[config.mk]
export PLATFORM = sky130hd
export DESIGN_NAME = mod_segment_serializer
export DESIGN_NICKNAME = d
export VERILOG_FILES = /design/src/rtl/modulation_pkg.sv /design/src/rtl/mod_symbol_fifo.sv /design/src/rtl/mod_segment_serializer.sv
export SDC_FILE = /design/constraint.sdc
export NUM_CORES = 1
export LEC_CHECK = 0
export ABC_AREA = 0
export CORE_UTILIZATION = 50
export CTS_CLUSTER_DIAMETER = 80
export DETAILED_ROUTE_END_ITERATION = 10
export GPL_TIMING_DRIVEN = 0
export PLACE_DENSITY = 0.74
export SYNTH_ARGS = -nofsm -noshare
export SYNTH_HDL_FRONTEND = slang
export SYNTH_SLANG_ARGS = --single-unit
[constraint.sdc]
create_clock -name clk -period 43.9 [get_ports clk]
set_input_delay 8.78 -clock clk [delete_from_list [all_inputs] [get_ports clk]]
set_output_delay 8.78 -clock clk [all_outputs]
set_load 0.005 [all_outputs]
[src/rtl/modulation_pkg.sv]
// Shared definitions for the modulation segment stages and the segment serializer.
package modulation_pkg;

    localparam int unsigned SEG_W        = 32;
    localparam int unsigned NUM_SEGMENTS = 8;

    typedef enum logic {
        ST_EMPTY,
        ST_STREAM
    } ser_state_e;

    // Width of an index into n items; never below 1 so single-entry stores still get a bit.
    function automatic int unsigned idx_width(input int unsigned n);
        return (n > 1) ? $clog2(n) : 1;
    endfunction

endpackage

[src/rtl/mod_symbol_fifo.sv]
// Circular store of whole symbols. A push is accepted when a slot is free or when a pop
// in the same cycle frees one.
module mod_symbol_fifo
    import modulation_pkg::*;
#(
    parameter int unsigned WIDTH = NUM_SEGMENTS * SEG_W,
    parameter int unsigned DEPTH = 2,
    localparam int unsigned CNT_W = $clog2(DEPTH + 1)
) (
    input  logic             clk,
    input  logic             reset,
    input  logic             push,
    input  logic             pop,
    input  logic [WIDTH-1:0] wr_data,
    output logic [WIDTH-1:0] rd_data,
    output logic             accept,
    output logic [CNT_W-1:0] count,
    output logic             full,
    output logic             empty
);

    localparam int unsigned PTR_W = idx_width(DEPTH);

    logic [WIDTH-1:0] mem_q [DEPTH];
    logic [PTR_W-1:0] wr_ptr_q, wr_ptr_d;
    logic [PTR_W-1:0] rd_ptr_q, rd_ptr_d;
    logic [CNT_W-1:0] count_q, count_d;
    logic             pop_ok;

    assign full    = (count_q == CNT_W'(DEPTH));
    assign empty   = (count_q == '0);
    assign count   = count_q;
    assign pop_ok  = pop && !empty;
    assign accept  = push && (!full || pop_ok);
    assign rd_data = mem_q[rd_ptr_q];

    // Pointer and occupancy next-state.
    always_comb begin
        wr_ptr_d = wr_ptr_q;
        rd_ptr_d = rd_ptr_q;
        count_d  = count_q;
        if (accept) begin
            wr_ptr_d = (wr_ptr_q == PTR_W'(DEPTH - 1)) ? '0 : wr_ptr_q + 1'b1;
        end
        if (pop_ok) begin
            rd_ptr_d = (rd_ptr_q == PTR_W'(DEPTH - 1)) ? '0 : rd_ptr_q + 1'b1;
        end
        if (accept && !pop_ok) begin
            count_d = count_q + 1'b1;
        end else if (pop_ok && !accept) begin
            count_d = count_q - 1'b1;
        end
    end

    // Pointer and occupancy registers with synchronous active-low reset.
    always_ff @(posedge clk) begin
        if (!reset) begin
            wr_ptr_q <= '0;
            rd_ptr_q <= '0;
            count_q  <= '0;
        end else begin
            wr_ptr_q <= wr_ptr_d;
            rd_ptr_q <= rd_ptr_d;
            count_q  <= count_d;
        end
    end

    // Symbol storage; contents are don't-care until count says otherwise, so no reset.
    always_ff @(posedge clk) begin
        if (accept) begin
            mem_q[wr_ptr_q] <= wr_data;
        end
    end

endmodule

[src/rtl/mod_segment_serializer.sv]
// Captures a full symbol of segment words in one cycle and replays it one segment per
// cycle on a valid/ready stream, counting emitted symbols and flagging dropped ones.
module mod_segment_serializer
    import modulation_pkg::*;
#(
    parameter int unsigned NUM_SEG = NUM_SEGMENTS,
    parameter int unsigned DATA_W  = SEG_W,
    parameter int unsigned DEPTH   = 2
) (
    input  logic                      clk,
    input  logic                      reset,
    input  logic                      seg_valid,
    input  logic [NUM_SEG*DATA_W-1:0] seg_data,
    input  logic                      sample_ready,
    output logic                      sample_valid,
    output logic [DATA_W-1:0]         sample_out,
    output logic                      sample_last,
    output logic [15:0]               symbol_count,
    output logic                      overflow
);

    localparam int unsigned SEG_IDX_W = idx_width(NUM_SEG);
    localparam int unsigned CNT_W     = $clog2(DEPTH + 1);

    logic [NUM_SEG*DATA_W-1:0] fifo_rd_data;
    logic [CNT_W-1:0]          fifo_count;
    logic                      fifo_full;
    logic                      fifo_empty;
    logic                      load_ok;
    logic                      xfer;
    logic                      last_xfer;

    ser_state_e           state_q, state_d;
    logic [SEG_IDX_W-1:0] seg_idx_q, seg_idx_d;
    logic [15:0]          sym_cnt_q, sym_cnt_d;
    logic                 overflow_q, overflow_d;

    mod_symbol_fifo #(
        .WIDTH (NUM_SEG * DATA_W),
        .DEPTH (DEPTH)
    ) u_fifo (
        .clk     (clk),
        .reset   (reset),
        .push    (seg_valid),
        .pop     (last_xfer),
        .wr_data (seg_data),
        .rd_data (fifo_rd_data),
        .accept  (load_ok),
        .count   (fifo_count),
        .full    (fifo_full),
        .empty   (fifo_empty)
    );

    assign sample_valid = !fifo_empty;
    assign sample_last  = sample_valid && (seg_idx_q == SEG_IDX_W'(NUM_SEG - 1));
    assign xfer         = sample_valid && sample_ready;
    assign last_xfer    = xfer && sample_last;
    assign symbol_count = sym_cnt_q;
    assign overflow     = overflow_q;

    // Segment select from the head symbol; forced to zero while nothing is valid.
    always_comb begin
        sample_out = '0;
        if (sample_valid) begin
            for (int k = 0; k < NUM_SEG; k++) begin
                if (seg_idx_q == SEG_IDX_W'(k)) begin
                    sample_out = fifo_rd_data[k*DATA_W +: DATA_W];
                end
            end
        end
    end

    // FSM, segment index, symbol counter and sticky overflow next-state.
    always_comb begin
        state_d    = state_q;
        seg_idx_d  = seg_idx_q;
        sym_cnt_d  = sym_cnt_q;
        overflow_d = overflow_q;

        unique case (state_q)
            ST_EMPTY: begin
                if (load_ok) begin
                    state_d = ST_STREAM;
                end
            end
            ST_STREAM: begin
                if (last_xfer && !load_ok && (fifo_count == CNT_W'(1))) begin
                    state_d = ST_EMPTY;
                end
            end
            default: state_d = ST_EMPTY;
        endcase

        if (last_xfer) begin
            seg_idx_d = '0;
            sym_cnt_d = sym_cnt_q + 16'd1;
        end else if (xfer) begin
            seg_idx_d = seg_idx_q + 1'b1;
        end

        // A load into a full store without a same-cycle pop is lost.
        if (seg_valid && fifo_full && !last_xfer) begin
            overflow_d = 1'b1;
        end
    end

    // State registers with synchronous active-low reset.
    always_ff @(posedge clk) begin
        if (!reset) begin
            state_q    <= ST_EMPTY;
            seg_idx_q  <= '0;
            sym_cnt_q  <= '0;
            overflow_q <= 1'b0;
        end else begin
            state_q    <= state_d;
            seg_idx_q  <= seg_idx_d;
            sym_cnt_q  <= sym_cnt_d;
            overflow_q <= overflow_d;
        end
    end

endmodule

==> results of run 1 <==
==> worst paths after layout <==
kind / from / end / slack [ns] / cells past startpoint
worst min-delay path: symbol_count[15] / symbol_count[15] / 0.48 / 2
worst min register to register: symbol_count[15] / symbol_count[15] / 0.48 / 2
worst max-delay path: seg_idx_q[0] / sample_out[18] / 31.39 / 9
worst max register to register: seg_idx_q[0] / u_fifo.mem_q[0][51] / 40.48 / 10
==> layer usage <==
| layer | wire length (um) | GRT usage, % | vias up |
|---|---|---|---|
| met1 | 22200 | 31.8 | 6572 |
| met4 | 1780 | 11.0 | 14 |
| met5 | 86 | 0 | - |
| li1 | - | - | 6126 |
| met2 | 26700 | 39.9 | 528 |
| met3 | 4210 | 5.53 | 113 |
==> logic make-up (layout without fill, tap and decap cells) <==
| kind of cell | Yosys count | count (layout) | synth area share, % |
|---|---|---|---|
| adder cells (fa/ha/maj) | 8 | 8 | 0.460 |
| AND/OR/NAND/NOR | 158 | 158 | 3.92 |
| AO/OA/AOI/OAI | 279 | 279 | 7.51 |
| buffers and inverters | 96 | 521 | 2.83 |
| XOR/XNOR | 11 | 11 | 0.443 |
| flip-flops | 537 | 537 | 73.0 |
| other | 0 | 15 | 0 |
| multiplexers | 258 | 258 | 11.9 |
==> placed cells by master, fill, tap and decap left out, types with 12 or more instances in the layout <==
cell / count
sky130_fd_sc_hd__dfxtp_1: 25
sky130_fd_sc_hd__clkdlybuf4s50_1: 309
sky130_fd_sc_hd__clkbuf_1: 42
sky130_fd_sc_hd__o22ai_1: 64
sky130_fd_sc_hd__clkbuf_16: 57
sky130_fd_sc_hd__nor3b_1: 33
sky130_fd_sc_hd__buf_2: 17
sky130_fd_sc_hd__a31oi_1: 33
sky130_fd_sc_hd__nand2_1: 41
sky130_fd_sc_hd__a21oi_1: 72
sky130_fd_sc_hd__nand3_1: 37
sky130_fd_sc_hd__clkinv_1: 12
sky130_fd_sc_hd__edfxtp_1: 512
sky130_fd_sc_hd__o21ai_1: 32
sky130_fd_sc_hd__clkinv_2: 15
sky130_fd_sc_hd__mux2i_1: 258
sky130_fd_sc_hd__o21ai_0: 37
sky130_fd_sc_hd__a211oi_1: 32
sky130_fd_sc_hd__diode_2: 15
sky130_fd_sc_hd__nor2_1: 18
==> worst reg2reg max path: stages, from the launching register on <==
cell                      delay (ns)
sky130_fd_sc_hd__dfxtp_1        0.42
sky130_fd_sc_hd__ha_1           0.21
sky130_fd_sc_hd__ha_1           0.14
sky130_fd_sc_hd__buf_2          0.20
sky130_fd_sc_hd__nand2_1        0.10
sky130_fd_sc_hd__a31oi_1        0.40
sky130_fd_sc_hd__nor2b_4        0.70
sky130_fd_sc_hd__buf_12         0.29
sky130_fd_sc_hd__buf_16         0.21
sky130_fd_sc_hd__buf_12         0.23
sky130_fd_sc_hd__buf_16         0.21
==> registers in the layout, indices dropped and copies added (netlist names), named ones only <==
name	flops
u_fifo.rd_ptr_q	1
symbol_count	16
overflow	1
u_fifo.wr_ptr_q	1
seg_idx_q	3
u_fifo.mem_q	512
u_fifo.count	2
==> final cells by class <==
| cell class | count | area (um^2) | area share [%] |
|---|---|---|---|
| Antenna cell | 15 | 37.5 | 0.136 |
| Buffer | 86 | 579 | 2.10 |
| Clock buffer | 69 | 1470 | 5.32 |
| Clock inverter | 34 | 244 | 0.882 |
| Inverter | 10 | 37.5 | 0.136 |
| Multi-Input combinational cell | 714 | 5280 | 19.1 |
| Sequential cell | 537 | 15900 | 57.4 |
| Tap cell | 585 | 732 | 2.65 |
| Timing Repair Buffer | 322 | 3400 | 12.3 |
==> power groups by stage <==
stage / registers, W / clock network (W) / logic (W)
2_1_floorplan: 0.000653 / 0 / 0.0000673
3_3_place_gp: 0.000665 / 0 / 0.000140
3_5_place_dp: 0.000636 / 0 / 0.000153
4_1_cts: 0.000626 / 0.000452 / 0.000154
5_1_grt: 0.000629 / 0.000470 / 0.000164
6_report: 0.000626 / 0.000444 / 0.000154
==> stage by stage <==
| stage | util, % | hold WS [ns] | cell area [um^2] | cells | total power, W |
|---|---|---|---|---|---|
| 2_1_floorplan | - | 0.459 | 21800 | 1347 | 0.000720 |
| 3_3_place_gp | 59.5 | 0.453 | 25600 | 2241 | 0.000805 |
| 3_5_place_dp | 60.3 | 0.475 | 25900 | 2254 | 0.000789 |
| 4_1_cts | 64.2 | 0.483 | 27600 | 2357 | 0.00123 |
| 5_1_grt | 64.3 | 0.499 | 27600 | 2369 | 0.00126 |
| 6_report | 64.3 | 0.479 | 27700 | 2372 | 0.00122 |
==> flow_metrics.env, run 1 <==
export IMPL_pre_cts_ws_ns=32.07
export IMPL_die_w_um=211
export IMPL_netlist_top_cell_by_area="sky130_fd_sc_hd__edfxtp_1"
export IMPL_synthMostInstantiatedCell="sky130_fd_sc_hd__edfxtp_1"
export IMPL_synth_warning_count=0
export IMPL_synth_flop_cell="sky130_fd_sc_hd__edfxtp_1"
export IMPL_core_area_um2=43000
export IMPL_fp_dieH_um=211
export IMPL_rsz0062_at_grt="no"
export IMPL_numCtsBuffers=55
export IMPL_syn_avg_cell_area_um2=16.2
export IMPL_first_pass_iters=5
export IMPL_share_comb_of_total_power_pct=12.6
export IMPL_p_sw_w=0.000288
export IMPL_globalRouteOverflowTotal=0
export IMPL_ctsHtreeMaxLevel=2
export IMPL_port_buffers=309
export IMPL_grt_pass1_wl_um=79900
export IMPL_postSynthNetCount=1615
export IMPL_powerDensity_nw_per_um2=44.2
export IMPL_ys_seq_elements=537
export IMPL_route_detailed_wl_per_inst_um=23.2
export IMPL_critPathCaptureType="output pin"
export IMPL_remaining_drc_errors=0
export IMPL_critical_path_peak_fanout=10
export IMPL_fin_skew_ns=0.0149
export IMPL_synth_area_top_cells="sky130_fd_sc_hd__edfxtp_1 (71%), sky130_fd_sc_hd__mux2i_1 (12%), sky130_fd_sc_hd__dfxtp_1 (2.3%)"
export IMPL_floorplan_die_area_um2=44400
export IMPL_synthToLayoutAreaGrowth_pct=27.1
export IMPL_vias_per_cell=5.63
export IMPL_via_count=13353
export IMPL_maxCapViolCount=0
export IMPL_netlist_cell_type_count=46
export IMPL_crit_slowest_cell="sky130_fd_sc_hd__a211oi_1"
export IMPL_max_clock_path_buffers=3
export IMPL_hpwl_um=38700
export IMPL_max_slew_worst_pin_slew_ns=0.799
export IMPL_critical_path_max_stage_delay_ns=0.56
export IMPL_routabilityCongestion=0.840
export IMPL_synth_edf_count=512
export IMPL_cts_reportedPaths_clkPinSlew_ns=0.06
export IMPL_run_status="finished, final reports clean"
export IMPL_start_util_pct=50.6
export IMPL_cp_buffers_inverters=3
export IMPL_min_path_type="reg -> reg"
export IMPL_sequentialPowerShare_pct=51.2
export IMPL_synth_yosys_seq_area_share_pct=73.0
export IMPL_final_setup_tns_ns=0
export IMPL_ant_nets=0
export IMPL_cts_post_setup_buffers_inserted=0
export IMPL_clock_fmax_mhz=80.0
export IMPL_final_hold_violation_count=0
export IMPL_post_synth_inst_count=1347
export IMPL_via_count_of_the_first_global_routing_pass=13465
export IMPL_worstPathArrival_ns=3.73
export IMPL_ys_top_cells_by_count="sky130_fd_sc_hd__edfxtp_1 (512), sky130_fd_sc_hd__mux2i_1 (258), sky130_fd_sc_hd__a21oi_1 (72), sky130_fd_sc_hd__o22ai_1 (64), sky130_fd_sc_hd__nand2_1 (41)"
export IMPL_largest_net_degree_at_the_start_of_global_routing=68
export IMPL_category_of_the_critical_setup_timing_path="reg -> out"
export IMPL_period_minus_slack_ns=12.51
export IMPL_cts_sinks=537
export IMPL_share_of_post_route_cells_with_drive_strength_above_1_pct=8.52
export IMPL_standby_leakage_power_nw=8.64
export IMPL_cts_repair_resized=0
export IMPL_async_flop_share_pct=0
export IMPL_clock_tree_root_cell="sky130_fd_sc_hd__clkbuf_16"
export IMPL_grt_total_usage_pct=24.6
export IMPL_crit_path_start_kind="register"
export IMPL_internal_power_contribution_w=0.000935
export IMPL_layout_nets=1994
export IMPL_synth_cell_area_um2=21800
export IMPL_cp_cell_sequence="ha_1 -> ha_1 -> or3b_1 -> clkbuf_2 -> clkbuf_1 -> o22ai_1 -> a211oi_1 -> o21ai_1 -> clkdlybuf4s50_1"
export IMPL_maxSlewViolCount=0
export IMPL_fp_row_count=76
export IMPL_timing_final_crit_share_pct=28.5
export IMPL_irDropWorstVdd_mv=0.0365
export IMPL_totalWireLength_um=55000
export IMPL_clock_tree_from_tritoncts="done"
export IMPL_initial_antenna_violation_count=21
export IMPL_drt_first_iter_violations=1209
export IMPL_worst_path_setup_slack_after_routing_ns=31.39
export IMPL_clk_insertion_delay_late_ns=0.59
export IMPL_p_sw_share_pct=23.6
export IMPL_most_common_cell_on_crit_path="sky130_fd_sc_hd__ha_1"
export IMPL_boundaryPins=311
export IMPL_power_share_clock_pct=36.3
export IMPL_holdBufCountCts=0
export IMPL_setup_viol=0
export IMPL_filler_cells_inserted=3110
export IMPL_worstPathRequired_ns=35.12
export IMPL_cp_top_family="buffers and inverters"
export IMPL_slew_limit_headroom_pct=46.8
export IMPL_share_of_yosys_cell_area_claimed_by_the_top_area_cell_type_pct=70.7
(Power assumes the default switching activity.)
==> inputs of run 2 (changes only) <==
--- a/config.mk
+++ b/config.mk
@@ -6,11 +6,11 @@
 export NUM_CORES = 1
 export LEC_CHECK = 0
 export ABC_AREA = 0
-export CORE_UTILIZATION = 50
+export CORE_UTILIZATION = 49
 export CTS_CLUSTER_DIAMETER = 80
 export DETAILED_ROUTE_END_ITERATION = 10
 export GPL_TIMING_DRIVEN = 0
-export PLACE_DENSITY = 0.74
+export PLACE_DENSITY = 0.76
 export SYNTH_ARGS = -nofsm -noshare
 export SYNTH_HDL_FRONTEND = slang
 export SYNTH_SLANG_ARGS = --single-unit
==> constraint.sdc (replaced) <==
create_clock -name clk -period 10.2 [get_ports clk]
set_input_delay 2.04 -clock clk [delete_from_list [all_inputs] [get_ports clk]]
set_output_delay 2.04 -clock clk [all_outputs]
set_load 0.005 [all_outputs]
==> run 2 against run 1 <==
Effect of this change: critical path type unchanged; global-route usage is 0.19 points lower; sequential power grew to 4.3 times the previous value; clock-buffer cell count is 5 higher; critical path depth stayed put; clock skew is 0.00077 ns lower; via count is 0.12% lower; sequential cell count stayed put; core utilization is 0.58 points lower; worst setup slack worse by 27 ns.
==> flow_metrics.env, run 2 (synthesized netlist as in run 1, its figures left out) <==
export IMPL_filler_cells_inserted=3133
export IMPL_boundaryPins=311
export IMPL_ff2ff_path_depth=9
export IMPL_grt_pass1_wl_um=80200
export IMPL_category_of_the_critical_setup_timing_path="reg -> out"
export IMPL_via_count=13337
export IMPL_timing_critical_path_depth=9
export IMPL_worstPathRequired_ns=8.16
export IMPL_critPathCaptureType="output pin"
export IMPL_clk_insertion_delay_late_ns=0.60
export IMPL_first_pass_iters=5
export IMPL_max_slew_worst_pin_slew_ns=0.763
export IMPL_utilization_pct=63.8
export IMPL_largest_net_degree_at_the_start_of_global_routing=67
export IMPL_final_setup_tns_ns=0
export IMPL_setup_viol=0
export IMPL_largest_register_ffs=512
export IMPL_hold_path_cell_count=2
export IMPL_via_count_of_the_first_global_routing_pass=13483
export IMPL_r2r_setup_slack_ns=7.11
export IMPL_grt_total_usage_pct=24.4
export IMPL_min_path_type="reg -> reg"
export IMPL_period_minus_slack_ns=5.74
export IMPL_standby_leakage_power_nw=8.65
export IMPL_hpwl_um=39200
export IMPL_cts_sinks=537
export IMPL_cp_cell_sequence="ha_1 -> ha_1 -> or3b_1 -> clkbuf_2 -> clkbuf_1 -> o22ai_1 -> a211oi_1 -> o21ai_1 -> clkdlybuf4s50_1"
export IMPL_run_status="finished, final reports clean"
export IMPL_numCtsBuffers=55
export IMPL_timing_final_crit_share_pct=56.2
export IMPL_holdBufCountCts=0
export IMPL_cts_reportedPaths_clkPinSlew_ns=0.06
export IMPL_place_inst=2254
export IMPL_irDropWorstVdd_mv=0.121
export IMPL_worstSetupStartpoint="seg_idx_q[0]"
export IMPL_pre_cts_ws_ns=5.10
export IMPL_ctsHtreeMaxLevel=2
export IMPL_synthToLayoutAreaGrowth_pct=27.3
export IMPL_crit_path_start_kind="register"
export IMPL_cp_buffers_inverters=3
export IMPL_rsz0062_at_grt="no"
export IMPL_worstReg2RegEnd="u_fifo.mem_q[0][55]"
export IMPL_register_bank_with_the_most_flops="u_fifo.mem_q"
export IMPL_route_detailed_wl_per_inst_um=23.4
export IMPL_layout_nets=1994
export IMPL_totalPowerFinal_w=0.00532
export IMPL_cts_repair_resized=0
export IMPL_final_hold_violation_count=0
export IMPL_mostFrequentLayoutCells="sky130_fd_sc_hd__edfxtp_1 (512), sky130_fd_sc_hd__clkdlybuf4s50_1 (309), sky130_fd_sc_hd__mux2i_1 (258)"
export IMPL_fin_skew_ns=0.0141
export IMPL_post_layout_instance_count_excluding_filler_cells=2370
export IMPL_most_common_cell_on_crit_path="sky130_fd_sc_hd__ha_1"
export IMPL_clock_fmax_mhz=174
export IMPL_cp_top_family="buffers and inverters"
export IMPL_globalRouteOverflowTotal=0
export IMPL_floorplan_die_area_um2=45300
export IMPL_clock_tree_from_tritoncts="done"
export IMPL_crit_end="sample_out[15]"
export IMPL_share_of_post_route_cells_with_drive_strength_above_1_pct=8.47
export IMPL_critical_path_max_stage_delay_ns=0.56
export IMPL_crit_slowest_cell="sky130_fd_sc_hd__a211oi_1"
export IMPL_critical_path_peak_fanout=10
export IMPL_layout_cells_most_common="sky130_fd_sc_hd__edfxtp_1"
export IMPL_drt_first_iter_violations=1016
export IMPL_maxSlewViolCount=0
export IMPL_die_w_um=213
export IMPL_maxCapViolCount=0
export IMPL_totalWireLength_um=55600
export IMPL_port_buffers=309
export IMPL_fp_dieH_um=213
export IMPL_worst_path_setup_slack_after_routing_ns=4.46
export IMPL_routabilityCongestion=0.823
export IMPL_slew_limit_headroom_pct=49.1
export IMPL_powerDensity_nw_per_um2=192
export IMPL_vias_per_cell=5.63
export IMPL_initial_antenna_violation_count=20
export IMPL_ant_nets=0
export IMPL_remaining_drc_errors=0
export IMPL_start_util_pct=50.1
export IMPL_rr_startpoint="seg_idx_q[0]"
export IMPL_cts_post_setup_buffers_inserted=0
export IMPL_fp_row_count=76
export IMPL_max_clock_path_buffers=3
export IMPL_clock_tree_root_cell="sky130_fd_sc_hd__clkbuf_16"
export IMPL_core_area_um2=43500
export IMPL_worstPathArrival_ns=3.70
run 2: layer usage:
metal / vias up / wire [um] / GRT usage [%]
met5: - / 86 / 0
met4: 16 / 1500 / 9.15
met1: 6573 / 22500 / 31.6
li1: 6120 / - / -
met3: 102 / 4320 / 5.47
met2: 526 / 27200 / 40.3
run 2: worst register-to-register path: cells and delay by family, from the launching register on:
kind	cells	cell delay, ns
buffers and inverters	4	0.87
and+or+nand+nor	2	0.76
DFF	1	0.40
AOI/OAI and AO/OA	1	0.39
adders and majority gates	2	0.35
run 2: final cells by class:
cell class | instances | area [um^2] | share of cell area, %
clock inverter | 27 | 282 | 1.02
multi-input combinational | 714 | 5280 | 19.0
timing repair buffer | 322 | 3400 | 12.3
antenna | 15 | 37.5 | 0.135
buffer | 86 | 579 | 2.09
inverter | 10 | 37.5 | 0.135
clock buffer | 74 | 1490 | 5.37
sequential | 537 | 15900 | 57.3
tap | 585 | 732 | 2.64
run 2: worst min-delay path by stage:
stage / from / endpoint
final: symbol_count[15] / symbol_count[15]
after global routing: symbol_count[15] / symbol_count[15]
after CTS: symbol_count[15] / symbol_count[15]
after detailed placement: symbol_count[15] / symbol_count[15]
after global placement: symbol_count[15] / symbol_count[15]
after floorplan: symbol_count[15] / symbol_count[15]
run 2: stage by stage:
stage	cell area [um^2]	hold slack [ns]
final	27700	0.483
after global routing	27700	0.524
after CTS	27700	0.484
after detailed placement	25900	0.476
after global placement	25600	0.453
after floorplan	21800	0.459
run 2: where the power goes:
part | leakage [nW] | internal [W] | switching, W
clock | 0.856 | 0.00115 | 0.000812
sequential | 4.98 | 0.00265 | 0.0000484
combinational | 2.81 | 0.000283 | 0.000379
==> inputs of run 3 (changes only) <==
==> constraint.sdc (replaced) <==
create_clock -name clk -period 5 [get_ports clk]
set_input_delay 1 -clock clk [delete_from_list [all_inputs] [get_ports clk]]
set_output_delay 1 -clock clk [all_outputs]
set_load 0.005 [all_outputs]
==> run 3 against run 2 <==
Effect of this change: first-iteration DRC count up 27%; sequential share of layout area down 0.077 points; core utilization up 0.086 points; die area unchanged; critical path type unchanged; final cell count about the same; power up 100%; combinational power up 110%; largest power group unchanged.
==> flow_metrics.env, run 3 (synthesized netlist as in run 1, its figures left out) <==
export IMPL_standby_leakage_power_nw=8.67
export IMPL_most_common_cell_on_crit_path="sky130_fd_sc_hd__ha_1"
export IMPL_share_comb_of_total_power_pct=12.5
export IMPL_port_buffers=309
export IMPL_hpwl_um=39100
export IMPL_mostFrequentLayoutCells="sky130_fd_sc_hd__edfxtp_1 (512), sky130_fd_sc_hd__clkdlybuf4s50_1 (309), sky130_fd_sc_hd__mux2i_1 (258)"
export IMPL_fp_dieH_um=213
export IMPL_worst_path_setup_slack_after_routing_ns=0.281
export IMPL_vias_per_cell=5.63
export IMPL_worstPathArrival_ns=3.72
export IMPL_clock_fmax_mhz=212
export IMPL_totalWireLength_um=55900
export IMPL_cts_reportedPaths_clkPinSlew_ns=0.06
export IMPL_category_of_the_critical_setup_timing_path="reg -> out"
export IMPL_critPathCaptureType="output pin"
export IMPL_start_util_pct=50.1
export IMPL_timing_final_crit_share_pct=94.4
export IMPL_clock_tree_root_cell="sky130_fd_sc_hd__clkbuf_16"
export IMPL_grt_pass1_wl_um=80900
export IMPL_critical_path_peak_fanout=10
export IMPL_area_occupied_by_multi_input_gates_um2=5310
export IMPL_p_sw_share_pct=23.4
export IMPL_max_slew_worst_pin_slew_ns=0.873
export IMPL_max_clock_path_buffers=3
export IMPL_crit_path_start_kind="register"
export IMPL_post_route_cell_area_um2=27700
export IMPL_critical_path_max_stage_delay_ns=0.55
export IMPL_setup_viol=0
export IMPL_slew_limit_headroom_pct=41.6
export IMPL_ant_nets=0
export IMPL_floorplan_die_area_um2=45300
export IMPL_irDropWorstVdd_mv=0.397
export IMPL_cts_repair_resized=0
export IMPL_fin_skew_ns=0.0240
export IMPL_power_share_clock_pct=37.0
export IMPL_route_detailed_wl_per_inst_um=23.6
export IMPL_cts_post_setup_buffers_inserted=0
export IMPL_cts_sinks=537
export IMPL_powerDensity_nw_per_um2=392
export IMPL_register_bank_with_the_most_flops="u_fifo.mem_q"
export IMPL_final_hold_violation_count=0
export IMPL_maxSlewViolCount=0
export IMPL_utilization_pct=63.8
export IMPL_numCtsBuffers=53
export IMPL_initial_antenna_violation_count=25
export IMPL_largest_register_ffs=512
export IMPL_first_pass_iters=5
export IMPL_cp_cell_sequence="ha_1 -> ha_1 -> or3b_1 -> clkbuf_2 -> clkbuf_1 -> o22ai_1 -> a211oi_1 -> o21ai_1 -> clkdlybuf4s50_1"
export IMPL_layout_nets=1992
export IMPL_placement_cell_area_um2=25900
export IMPL_ctsHtreeMaxLevel=2
export IMPL_filler_cells_inserted=3153
export IMPL_worstPathRequired_ns=4.00
export IMPL_clk_insertion_delay_late_ns=0.60
export IMPL_period_minus_slack_ns=4.72
export IMPL_crit_slowest_cell="sky130_fd_sc_hd__a211oi_1"
export IMPL_run_status="finished, final reports clean"
export IMPL_via_count_of_the_first_global_routing_pass=13610
export IMPL_fp_row_count=76
export IMPL_core_area_um2=43500
export IMPL_p_sw_w=0.00255
export IMPL_final_seq_area_um2=15900
export IMPL_globalRouteOverflowTotal=0
export IMPL_via_count=13351
export IMPL_routabilityCongestion=0.841
export IMPL_die_w_um=213
export IMPL_min_path_type="reg -> reg"
export IMPL_largest_net_degree_at_the_start_of_global_routing=63
export IMPL_internal_power_contribution_w=0.00834
export IMPL_maxCapViolCount=0
export IMPL_grt_total_usage_pct=24.6
export IMPL_cp_top_family="buffers and inverters"
export IMPL_clock_tree_from_tritoncts="done"
export IMPL_remaining_drc_errors=0
export IMPL_cp_buffers_inverters=3
export IMPL_drt_first_iter_violations=1292
export IMPL_layout_cells_most_common="sky130_fd_sc_hd__edfxtp_1"
export IMPL_holdBufCountCts=0
export IMPL_boundaryPins=311
export IMPL_rsz0062_at_grt="no"
export IMPL_pre_cts_ws_ns=0.841
export IMPL_synthToLayoutAreaGrowth_pct=27.5
export IMPL_sequentialPowerShare_pct=50.5
export IMPL_share_of_post_route_cells_with_drive_strength_above_1_pct=8.77
==> run 3: worst paths after layout <==
check / from / depth (start not counted) / slack (ns) / to
setup / recovery: seg_idx_q[0] / 9 / 0.28 / sample_out[13]
setup reg to reg: seg_idx_q[0] / 10 / 1.55 / u_fifo.mem_q[0][54]
hold / removal: symbol_count[15] / 2 / 0.48 / symbol_count[15]
hold reg to reg: symbol_count[15] / 2 / 0.48 / symbol_count[15]
==> run 3: area by class of cell <==
cell class | count | share of cell area, %
Sequential cell | 537 | 57.2
Multi-Input combinational cell | 714 | 19.1
Timing Repair Buffer | 322 | 12.2
Clock buffer | 60 | 5.03
Tap cell | 585 | 2.64
Buffer | 86 | 2.09
Clock inverter | 38 | 1.33
Antenna cell | 20 | 0.180
Inverter | 10 | 0.135
==> run 3: metal layers <==
metal	vias up	share of wire (%)	track usage, %
li1	6115	-	-
met4	14	3.0	10.6
met3	108	7.3	4.97
met2	517	49	39.4
met1	6597	41	32.7
met5	-	0.14	0
==> run 3: power by group through the flow <==
stage / registers (W) / clock network (W) / logic (W)
floorplan: 0.00562 / 0 / 0.000595
global placement: 0.00566 / 0 / 0.00124
detailed placement: 0.00559 / 0 / 0.00135
CTS: 0.00550 / 0.00409 / 0.00136
global route: 0.00552 / 0.00425 / 0.00145
finish: 0.00550 / 0.00403 / 0.00136
==> run 3: metrics by stage <==
| stage | power (W) | cells | hold WS [ns] | setup TNS, ns |
|---|---|---|---|---|
| after floorplan | 0.00621 | 1347 | 0.459 | -147.97 |
| after global placement | 0.00690 | 2241 | 0.454 | -1440.07 |
| after detailed placement | 0.00694 | 2254 | 0.472 | 0 |
| after CTS | 0.0109 | 2352 | 0.480 | 0 |
| after global routing | 0.0112 | 2366 | 0.486 | 0 |
| final | 0.0109 | 2372 | 0.485 | 0 |
==> run 3: worst min-delay path, delay by kind of cell, from the launching register on <==
family / cells / cell delay, ns
simple gates: 1 / 0.06
flops: 1 / 0.32
mux: 1 / 0.06
